### config.mk
export PLATFORM = sky130hd
export DESIGN_NAME = fusion_accum
export DESIGN_NICKNAME = d
export VERILOG_FILES = /design/src/rtl/fusion_pkg.sv /design/src/rtl/fusion_sum4.sv /design/src/rtl/fusion_accum.sv
export SDC_FILE = /design/constraint.sdc
export NUM_CORES = 1
export LEC_CHECK = 0
export ABC_AREA = 1
export CAP_MARGIN = 20
export CORE_ASPECT_RATIO = 0.6
export CORE_MARGIN = 2
export CORE_UTILIZATION = 55
export CTS_CLUSTER_SIZE = 16
export DETAILED_ROUTE_END_ITERATION = 7
export GPL_TIMING_DRIVEN = 0
export PLACE_DENSITY_LB_ADDON = 0.05
export SETUP_SLACK_MARGIN = 0.3
export SLEW_MARGIN = 0
export SYNTH_ARGS = -nofsm -noshare
export SYNTH_HDL_FRONTEND = slang
export SYNTH_SLANG_ARGS = --single-unit
### constraint.sdc
create_clock -name clk -period 4 [get_ports clk]
set_clock_uncertainty 0.2 [all_clocks]
set_input_delay 0.8 -clock clk [delete_from_list [all_inputs] [get_ports clk]]
set_output_delay 0.8 -clock clk [all_outputs]
set_load 0.05 [all_outputs]
### src/rtl/fusion_pkg.sv
// Shared widths and the output-holding state for the fusion accumulator.
package fusion_pkg;

    localparam int IN_W_DEF  = 16;
    localparam int ACC_W_DEF = 32;
    localparam int CNT_W_DEF = 8;

    typedef enum logic {
        ACCUM = 1'b0,
        HOLD  = 1'b1
    } acc_state_e;

endpackage

### src/rtl/fusion_sum4.sv
// Combinational extend-and-add of the four fusion-subunit sums of one beat.
module fusion_sum4
    import fusion_pkg::*;
#(
    parameter int IN_W = IN_W_DEF
) (
    input  logic [IN_W-1:0] sum0_i,
    input  logic [IN_W-1:0] sum1_i,
    input  logic [IN_W-1:0] sum2_i,
    input  logic [IN_W-1:0] sum3_i,
    input  logic            sign_i,
    output logic [IN_W+1:0] total_o
);

    logic [3:0][IN_W-1:0] sums;

    assign sums = {sum3_i, sum2_i, sum1_i, sum0_i};

    // Two guard bits are enough to hold four IN_W operands in either signedness.
    always_comb begin
        total_o = '0;
        for (int i = 0; i < 4; i++) begin
            total_o = total_o + {{2{sign_i & sums[i][IN_W-1]}}, sums[i]};
        end
    end

endmodule

### src/rtl/fusion_accum.sv
// Two-stage dot-product group accumulator: per-beat total, then a wrapping
// accumulator that hands each finished group to a held output register.
module fusion_accum
    import fusion_pkg::*;
#(
    parameter int IN_W  = IN_W_DEF,
    parameter int ACC_W = ACC_W_DEF,
    parameter int CNT_W = CNT_W_DEF
) (
    input  logic             clk,
    input  logic             rst_n,
    input  logic             in_valid,
    output logic             in_ready,
    input  logic [IN_W-1:0]  in_sum0,
    input  logic [IN_W-1:0]  in_sum1,
    input  logic [IN_W-1:0]  in_sum2,
    input  logic [IN_W-1:0]  in_sum3,
    input  logic             in_sign,
    input  logic             in_last,
    output logic             out_valid,
    input  logic             out_ready,
    output logic [ACC_W-1:0] out_acc,
    output logic [CNT_W-1:0] out_beats
);

    logic             s1_valid_q;
    logic             s1_last_q;
    logic             s1_sign_q;
    logic [IN_W+1:0]  s1_total_q;
    logic [IN_W+1:0]  s1_total_d;

    logic [ACC_W-1:0] acc_q, acc_d;
    logic [CNT_W-1:0] cnt_q, cnt_d;
    logic [ACC_W-1:0] out_acc_q;
    logic [CNT_W-1:0] out_beats_q;
    acc_state_e       state_q;

    logic             stall;
    logic             absorb;
    logic             absorb_last;
    logic [ACC_W-1:0] t_ext;

    fusion_sum4 #(.IN_W(IN_W)) u_sum4 (
        .sum0_i  (in_sum0),
        .sum1_i  (in_sum1),
        .sum2_i  (in_sum2),
        .sum3_i  (in_sum3),
        .sign_i  (in_sign),
        .total_o (s1_total_d)
    );

    // Only a finished group waiting behind an unconsumed result can block.
    assign stall       = s1_valid_q && s1_last_q && out_valid && !out_ready;
    assign in_ready    = !s1_valid_q || !stall;
    assign absorb      = s1_valid_q && !stall;
    assign absorb_last = absorb && s1_last_q;

    // An unsigned beat's total may use the top guard bit as magnitude, so only
    // signed beats are sign-extended into the accumulator.
    assign t_ext = {{(ACC_W-IN_W-2){s1_sign_q & s1_total_q[IN_W+1]}}, s1_total_q};
    assign acc_d = acc_q + t_ext;
    assign cnt_d = (cnt_q == {CNT_W{1'b1}}) ? cnt_q : cnt_q + 1'b1;

    always_ff @(posedge clk or negedge rst_n) begin
        if (!rst_n) begin
            s1_valid_q <= 1'b0;
            s1_last_q  <= 1'b0;
            s1_sign_q  <= 1'b0;
            s1_total_q <= '0;
        end else if (in_ready) begin
            s1_valid_q <= in_valid;
            if (in_valid) begin
                s1_last_q  <= in_last;
                s1_sign_q  <= in_sign;
                s1_total_q <= s1_total_d;
            end
        end
    end

    always_ff @(posedge clk or negedge rst_n) begin
        if (!rst_n) begin
            state_q     <= ACCUM;
            acc_q       <= '0;
            cnt_q       <= '0;
            out_acc_q   <= '0;
            out_beats_q <= '0;
        end else begin
            if (absorb_last) begin
                out_acc_q   <= acc_d;
                out_beats_q <= cnt_d;
                acc_q       <= '0;
                cnt_q       <= '0;
            end else if (absorb) begin
                acc_q <= acc_d;
                cnt_q <= cnt_d;
            end
            case (state_q)
                ACCUM: if (absorb_last) state_q <= HOLD;
                HOLD:  if (out_ready && !absorb_last) state_q <= ACCUM;
                default: state_q <= ACCUM;
            endcase
        end
    end

    assign out_valid = (state_q == HOLD);
    assign out_acc   = out_acc_q;
    assign out_beats = out_beats_q;

endmodule
== Word-level counts from Yosys, hierarchy flattened ==
Index checks and enable logic that the tools add are counted.

* Word-level logic and storage cells: 42
* Register bits after elaboration: 102
* Input bits: 70
* Output and inout port bits: 42

* Bitwise operators: 6
* Add/sub/neg operators: 5
* Muxes and demuxes: 8
* Reductions and logical operators: 13
* Equal/unequal tests: 1

{| class="wikitable"
|+ Operators by type and width
! cell !! count
|-
| 32-bit 2-to-1 mux || 2
|-
| 18-bit adder || 2
|-
| 32-bit adder || 1
|-
| 8-bit 2-to-1 mux || 3
|-
| 17-bit by 17-bit adder with 18-bit output || 1
|-
| 8-bit by 1-bit adder with 8-bit output, second input constant || 1
|-
| 8-bit equality test, second input constant || 1
|-
| 1-bit logical AND || 6
|-
| 1-bit bitwise AND || 5
|-
| 1-bit logical NOT || 4
|-
| 1-bit 2-to-1 mux || 2
|-
| 1-bit one-hot mux with 2 select lines || 1
|-
| 2-bit AND reduction || 1
|-
| 2-bit nonzero test || 1
|-
| 1-bit logical OR || 1
|-
| 1-bit inverter || 1
|}

== Depth between registers and ports, before layout ==
Gate-level depths: netlist (run 1).

* Word-level depth: 10
* Gate-level depth with buffers: 14
* Gate-level depth less buffers: 14

== Cells and area by module ==
Synthesis (run 1) repeated with hierarchy kept, for this count alone.

* Cell total of the unflattened synthesis: 1212
* Area, all modules: 8370.5 um^2

{| class="wikitable"
|+ Modules (own cells, without submodules)
! module !! seq. area each (um^2) !! cells an instance !! instances !! area an instance (um^2)
|-
| fusion_accum || 2552.4 || 881 || 1 || 6306.0
|-
| fusion_sum4 || 0.0 || 331 || 1 || 2064.5
|}

== Worst setup path before layout (run 1) ==
No wires, ideal clock.

* Path kind: in2reg
* Start: in in_sum0[1]
* End: reg s1_total_q[7]
* Setup slack: 627 ps
* Cell stages on the path: 10
* Required time: 3718 ps
* Arrival time: 3091 ps
* Path buffers: 0
* Library setup time: 82 ps
* Cells stage by stage: fa_1 fa_1 ha_1 fa_1 nand3_1 nand2_1 inv_1 o21ai_2 or2_2 a31oi_1

* Cells in the longest elaborated chain, start to end: 3

{| class="wikitable"
|+ RTL lines
! what !! RTL line !! text
|-
| start, declared || fusion_accum.sv:14 || <nowiki>input logic [IN_W-1:0] in_sum0,</nowiki>
|-
| 17-bit by 17-bit adder with 18-bit output || fusion_sum4.sv:23 || <nowiki>total_o = total_o + {{2{sign_i & sums[i][IN_W-1]}}, sums[i]};</nowiki>
|-
| 18-bit adder (2 in series) || fusion_sum4.sv:23 ||
|-
| end signal, assigned || fusion_accum.sv:75 || <nowiki>s1_total_q <= s1_total_d;</nowiki>
|-
| end, declared || fusion_accum.sv:29 || <nowiki>logic [IN_W+1:0] s1_total_q;</nowiki>
|}

Every way passes these cells.
A chain may end at the register's enable or synchronous reset.

== Final worst setup path (run 1) ==
* Start: in in_sum0[8]
* End: reg s1_total_q[10]

The elaborated chain is that of the path after synthesis.

==> flow_summary.json, run 1 <==
{
  "hold_slack_ns": 0.285,
  "nNetsFinal": 1467,
  "final.setup.worst_slack_ns": 0.387,
  "ctsHtreeMaxLevel": 3,
  "drv_slew": 0,
  "ys_types": 37,
  "avgSynthCellArea_um2": 6.88,
  "irDropWorstVdd_uv": 468,
  "grt-ovfl-total": 0,
  "drtIter0Drc": 764,
  "num_rows": 34,
  "holdCritPathClass": "reg2reg",
  "hp-start": "out_acc[31]$_DFFE_PN0P_",
  "vias": 7650,
  "rsz0062_at_grt": "yes",
  "syn-cell-area_um2": 8190,
  "reg2regPathDepth": 12,
  "worst_slew_pin_slew_ns": 0.780,
  "cts_hold_buffers": 0,
  "vias_per_cell": 5.05,
  "synth_edf_count": 0,
  "io_buffers": 111,
  "clock_latency_ns": 0.35,
  "cp-startpoint": "in_sum0[8]",
  "setup.worst_path.end": "s1_total_q[10]$_DFFE_PN0P_",
  "slew-limit-headroom_pct": 48.0,
  "floorplan.initialDensity_pct": 56.5,
  "cap_violations": 0,
  "antenna_left": 0,
  "r2r_end": "out_acc[27]$_DFFE_PN0P_",
  "min_period_ns": 3.61,
  "synthesis.nets": 1344,
  "cts_sinks": 102,
  "n_antenna_cell": 0,
  "synthArstFlopShare_pct": 100,
  "routedWlPerCell_um": 14.3,
  "first_pass_iters": 5,
  "drive_gt1_share_pct": 6.22,
  "pre_cts_slack_ns": -0.141,
  "outcome": "finished clean",
  "grt_max_degree": 60,
  "required_ns": 4.07,
  "clockBufferDepth": 2,
  "worstSetupPathType": "in2reg",
  "fp.coreArea_um2": 14500,
  "hold_violations": 0,
  "syn_to_final_growth_pct": 22.3,
  "die_w_um": 162,
  "final_util_pct": 69.1,
  "leakage_nw": 5.66,
  "synth-seq-cells": 102,
  "synth-seq-area-share_pct": 31.2,
  "drc": 0,
  "cp_data_arrival_time_ns": 3.68,
  "boundaryPins": 112,
  "crit_path_max_fanout": 5,
  "synthCells": 1190,
  "die_area_um2": 15900,
  "grt_use_total_pct": 28.8,
  "die_h_um": 98.5,
  "startpoint_type": "primary input",
  "hpwl_um": 17500,
  "r2r-start": "s1_total_q[17]$_DFFE_PN0P_",
  "min_period_over_period_pct": 90.3,
  "gp_congestion": 0.988,
  "grt_busiest_layer": "met1",
  "routed_wl_um": 21700,
  "final-setup-viol-count": 0,
  "grt_pass1_vias": 7209,
  "postCtsSetupRepairBufs": 0,
  "clkTransAtPathRegs_ns": 0.08,
  "root_buffer": "clkbuf_16",
  "cts_buffers": 9,
  "ys.flop_type": "dfrtp_1",
  "fmax_ghz": 0.277,
  "power_per_cell_area_nw_per_um2": 690,
  "yosys_warnings": 0,
  "reg2reg_slack_ns": 1.07,
  "cts_tree": "built",
  "end_kind": "flop",
  "grt_pass1_wl_um": 36100,
  "met3_usage_pct": 5.13,
  "met2_usage_pct": 39.5,
  "antenna_found_initial": 0,
  "use_met1_pct": 47.2
}
## worst max-delay path, stage by stage
cell and delay, ns:
clkdlybuf4s50_1 0.45, inv_1 0.05, fa_1 0.49, fa_1 0.51, inv_1 0.05, ha_1 0.38, nand2_2 0.16, inv_1 0.07
a21oi_2 0.20, nand3_1 0.18, xor2_1 0.18, o21ai_0 0.15
## through the flow
step	std cells	cell area, um^2	total power, W	setup TNS, ns
2_1_floorplan	1190	8190	0.00459	0
3_3_place_gp	1499	9550	0.00572	-189.93
3_5_place_dp	1500	9570	0.00579	-0.364
4_1_cts	1516	9910	0.00678	0
5_1_grt	1516	10000	0.00746	0
6_report	1516	10000	0.00691	0
## logic make-up (layout without fill, tap and decap cells)
logic type / Yosys count / after routing / share of synthesized area, %
XOR/XNOR: 25 / 25 / 2.76
buffers and inverters: 262 / 390 / 12.4
adder cells (fa/ha/maj): 84 / 84 / 16.0
flip-flops: 102 / 102 / 31.2
AO/OA/AOI/OAI: 92 / 92 / 6.34
AND/OR/NAND/NOR: 625 / 625 / 31.3
## cells in the final DEF, fill, tap and decap left out, drive strengths merged, types with 6 or more instances in the layout
cell type,netlist,routed
nor2,68,68
clkdlybuf4s50,0,109
dfrtp,102,102
clkbuf,2,11
a21oi,37,37
o21bai,6,6
fa,35,35
xnor2,12,12
xor2,13,13
or2,6,6
nand3,89,89
nand2,446,446
buf,17,19
o21ai,33,33
ha,49,49
nand3b,6,6
a22o,6,6
inv,242,244
## registers in the layout, summed over array words and instances, names as in the netlist
register / flops
out_valid: 1
out_acc: 32
cnt_q: 8
s1_valid_q: 1
acc_q: 32
s1_last_q: 1
out_beats: 8
s1_total_q: 18
s1_sign_q: 1
## Yosys cell counts, drive strengths merged (5+ instances only)
cell    instances  share of area [%]
fa             35                8.6
nand3b          6               0.55
nand2         446                 21
a22o            6               0.64
or2             6               0.46
inv           242                 11
xnor2          12                1.3
nor2           68                3.4
a31oi           5               0.38
o21ai          33                2.1
o21bai          6               0.55
xor2           13                1.5
buf            17                1.1
nand3          89                5.5
a21oi          37                2.3
ha             49                7.5
dfrtp         102                 31
## per-layer routing
metal  share of wire (%)  up-vias
met5                   0        -
met4                 1.0        0
met3                 8.0       21
met2                  38      273
met1                  53     3499
li1                    -     3857
## how the worst min path moves through the flow
| stage | to | slack (ns) | cells past startpoint |
|---|---|---|---|
| finish | out_acc[31]$_DFFE_PN0P_ | 0.28 | 2 |
| floorplan | s1_sign_q$_DFFE_PN0P_ | 0.25 | 2 |
| detailed placement | out_acc[17]$_DFFE_PN0P_ | 0.27 | 2 |
| global placement | out_acc[0]$_DFFE_PN0P_ | 0.26 | 2 |
| global route | out_acc[19]$_DFFE_PN0P_ | 0.30 | 2 |
| CTS | out_acc[9]$_DFFE_PN0P_ | 0.29 | 2 |
## timing repair
action	4_1_cts	5_1_grt
gates resized for setup	3	30
pin swaps	0	5
setup endpoints to repair	3	10
hold endpoints to repair	0	0
## where the power goes
group / leakage, nW / internal (W) / switching [W]
Combinational: 4.20 / 0.00146 / 0.00284
Sequential: 1.30 / 0.00142 / 0.000239
Clock: 0.159 / 0.000508 / 0.000446
## area by class of cell
cell class | count | area (um^2)
well taps | 198 | 248
flip-flops and latches | 102 | 2550
plain buffers | 19 | 101
clock buffers | 9 | 225
clock inverters | 7 | 103
inverters | 243 | 912
fillers | 1281 | 4490
repair buffers | 112 | 1130
multi-input cells | 826 | 4750
Note: power is estimated with default switching activity, not from simulation.
==> run 2, diff against run 1 <==
--- a/config.mk
+++ b/config.mk
@@ -6,6 +6,7 @@
 export NUM_CORES = 1
 export LEC_CHECK = 0
 export ABC_AREA = 1
+export ABC_CLOCK_PERIOD_IN_PS = 4000
 export CAP_MARGIN = 20
 export CORE_ASPECT_RATIO = 0.6
 export CORE_MARGIN = 2
==> results of run 2 <==
Final layout, timing and power as in run 1 (identical DEF).
==> variant: new RTL, settings of run 2 <==
The package constant `ACC_W_DEF` goes from 32 to 64.
--- a/src/rtl/fusion_pkg.sv
+++ b/src/rtl/fusion_pkg.sv
@@ -4,3 +4,3 @@
     localparam int IN_W_DEF  = 16;
-    localparam int ACC_W_DEF = 32;
+    localparam int ACC_W_DEF = 64;
     localparam int CNT_W_DEF = 8;
Interface: changed (resized out_acc); port bits go from 112 to 144. The function was not compared with the original's and may differ.
==> variant against run 2 <==
Non-clock buffer count rose by 70. Design area up 69%. Register-to-register slack worse by 0.56 ns. Area after synthesis rose by 72%. Routed wire length rose to 2.5 times the old value. Total power rose by 92%. Sequential cell count grew 64. Setup slack worse by 0.13 ns. Largest cell class unchanged. Largest power group unchanged.
==> variant: results (changes against run 2) <==
• average routed wire per standard cell: 20.2 µm, was 14.3 µm
• Crit path arrival time: 3.93 ns, was 3.68 ns
• antenna violations before repair: 1, was 0
• xor/xnor cell area share of the yosys netlist: 3.09%, was 2.76%
• number of clock-tree buffers in the layout: 18, was 9
• worst reg2reg path endpoint: out_acc[63], was out_acc[27]
• total clock buffers created by CTS: 17, was 9
• sequential share of the synthesized area: 29.6%, was 31.2%
• starting DRC count in detailed routing: 2,470, was 764
• H-tree depth reported by CTS: 4, was 3
• pin count of the biggest net entering global routing: 88, was 60
• leakage power of the design: 9.27 nW, was 5.66 nW
• Skew-Pair Late Insertion Delay: 0.47 ns, was 0.35 ns
• Total Routing Usage GR: 40.3%, was 28.8%
• vias in the first global route: 13,700, was 7,209
• cell with the largest stage delay on the worst path: sky130_fd_sc_hd__clkbuf_1, was sky130_fd_sc_hd__fa_1
• combinational fraction of design power: 65.4%, was 62.2%
• run status: completed, unchanged
• number of cell instances on the worst register-to-register path: 16, was 12
• achievable clock frequency: 0.267 GHz, was 0.277 GHz
• Resized Gates After CTS: 32, was 3
• endpoint of the worst setup timing path: out_acc[54], was s1_total_q[10]
• IR Drop Worst-Case VDD: 500 µV, was 468 µV
• maximum fanout count along the critical path: 10, was 5
• nets@finish: 2,498, was 1,467
• area of the multi-input gates: 8400 µm², was 4750 µm²
• iteration count of the initial detailed-routing pass: 7, was 5
• buffer share of cell area: 10.7%, was 12.3%
• number of multi-input combinational cells: 1,556, was 826
• via count: 15,300, was 7,650
• placed wire-length estimate after detailed placement: 42.8 mm, was 17.5 mm
• final estimated routing congestion in global placement: 1.02, was 0.988
• family of cells with the greatest summed delay on the critical path: simple AND/OR/NAND/NOR gates, was adder cells
• postcts setup bufs: 4, was 0
• Netlist cell types: 42, was 37
• timing startpoint of the critical path: out_ready, was in_sum0[8]
• bufs w/o clock: 201, was 131
• sequential share of cell area: 24.6%, was 25.5%
## variant: cell count changes in the layout (fill, tap and decap cells not counted), moves of 32 or more
cell / change
sky130_fd_sc_hd__nor2_1: +37
sky130_fd_sc_hd__nand2_2: +32
sky130_fd_sc_hd__inv_2: +32
sky130_fd_sc_hd__nand2_1: +383
sky130_fd_sc_hd__nand3_1: +87
sky130_fd_sc_hd__inv_1: +137
sky130_fd_sc_hd__dfrtp_1: +64
sky130_fd_sc_hd__o21ai_0: +45
## variant: per-layer routing
metal,track usage [%],vias up,wire length (µm)
met2,49.0,1047,19800
met5,5.08,-,187
met4,7.34,4,720
li1,-,7041,-
met1,62.6,7103,24300
met3,18.6,85,9480
## variant: through the flow
step                      area (µm²)  hold WS [ns]  std cells  setup TNS, ns
after global routing           16900         0.159       2696              0
after floorplan                14100         0.255       2182              0
final                          16900         0.106       2701              0
after CTS                      16700         0.136       2691              0
after detailed placement       15900         0.265       2655          -5.49
after global placement         15900         0.258       2654        -823.88
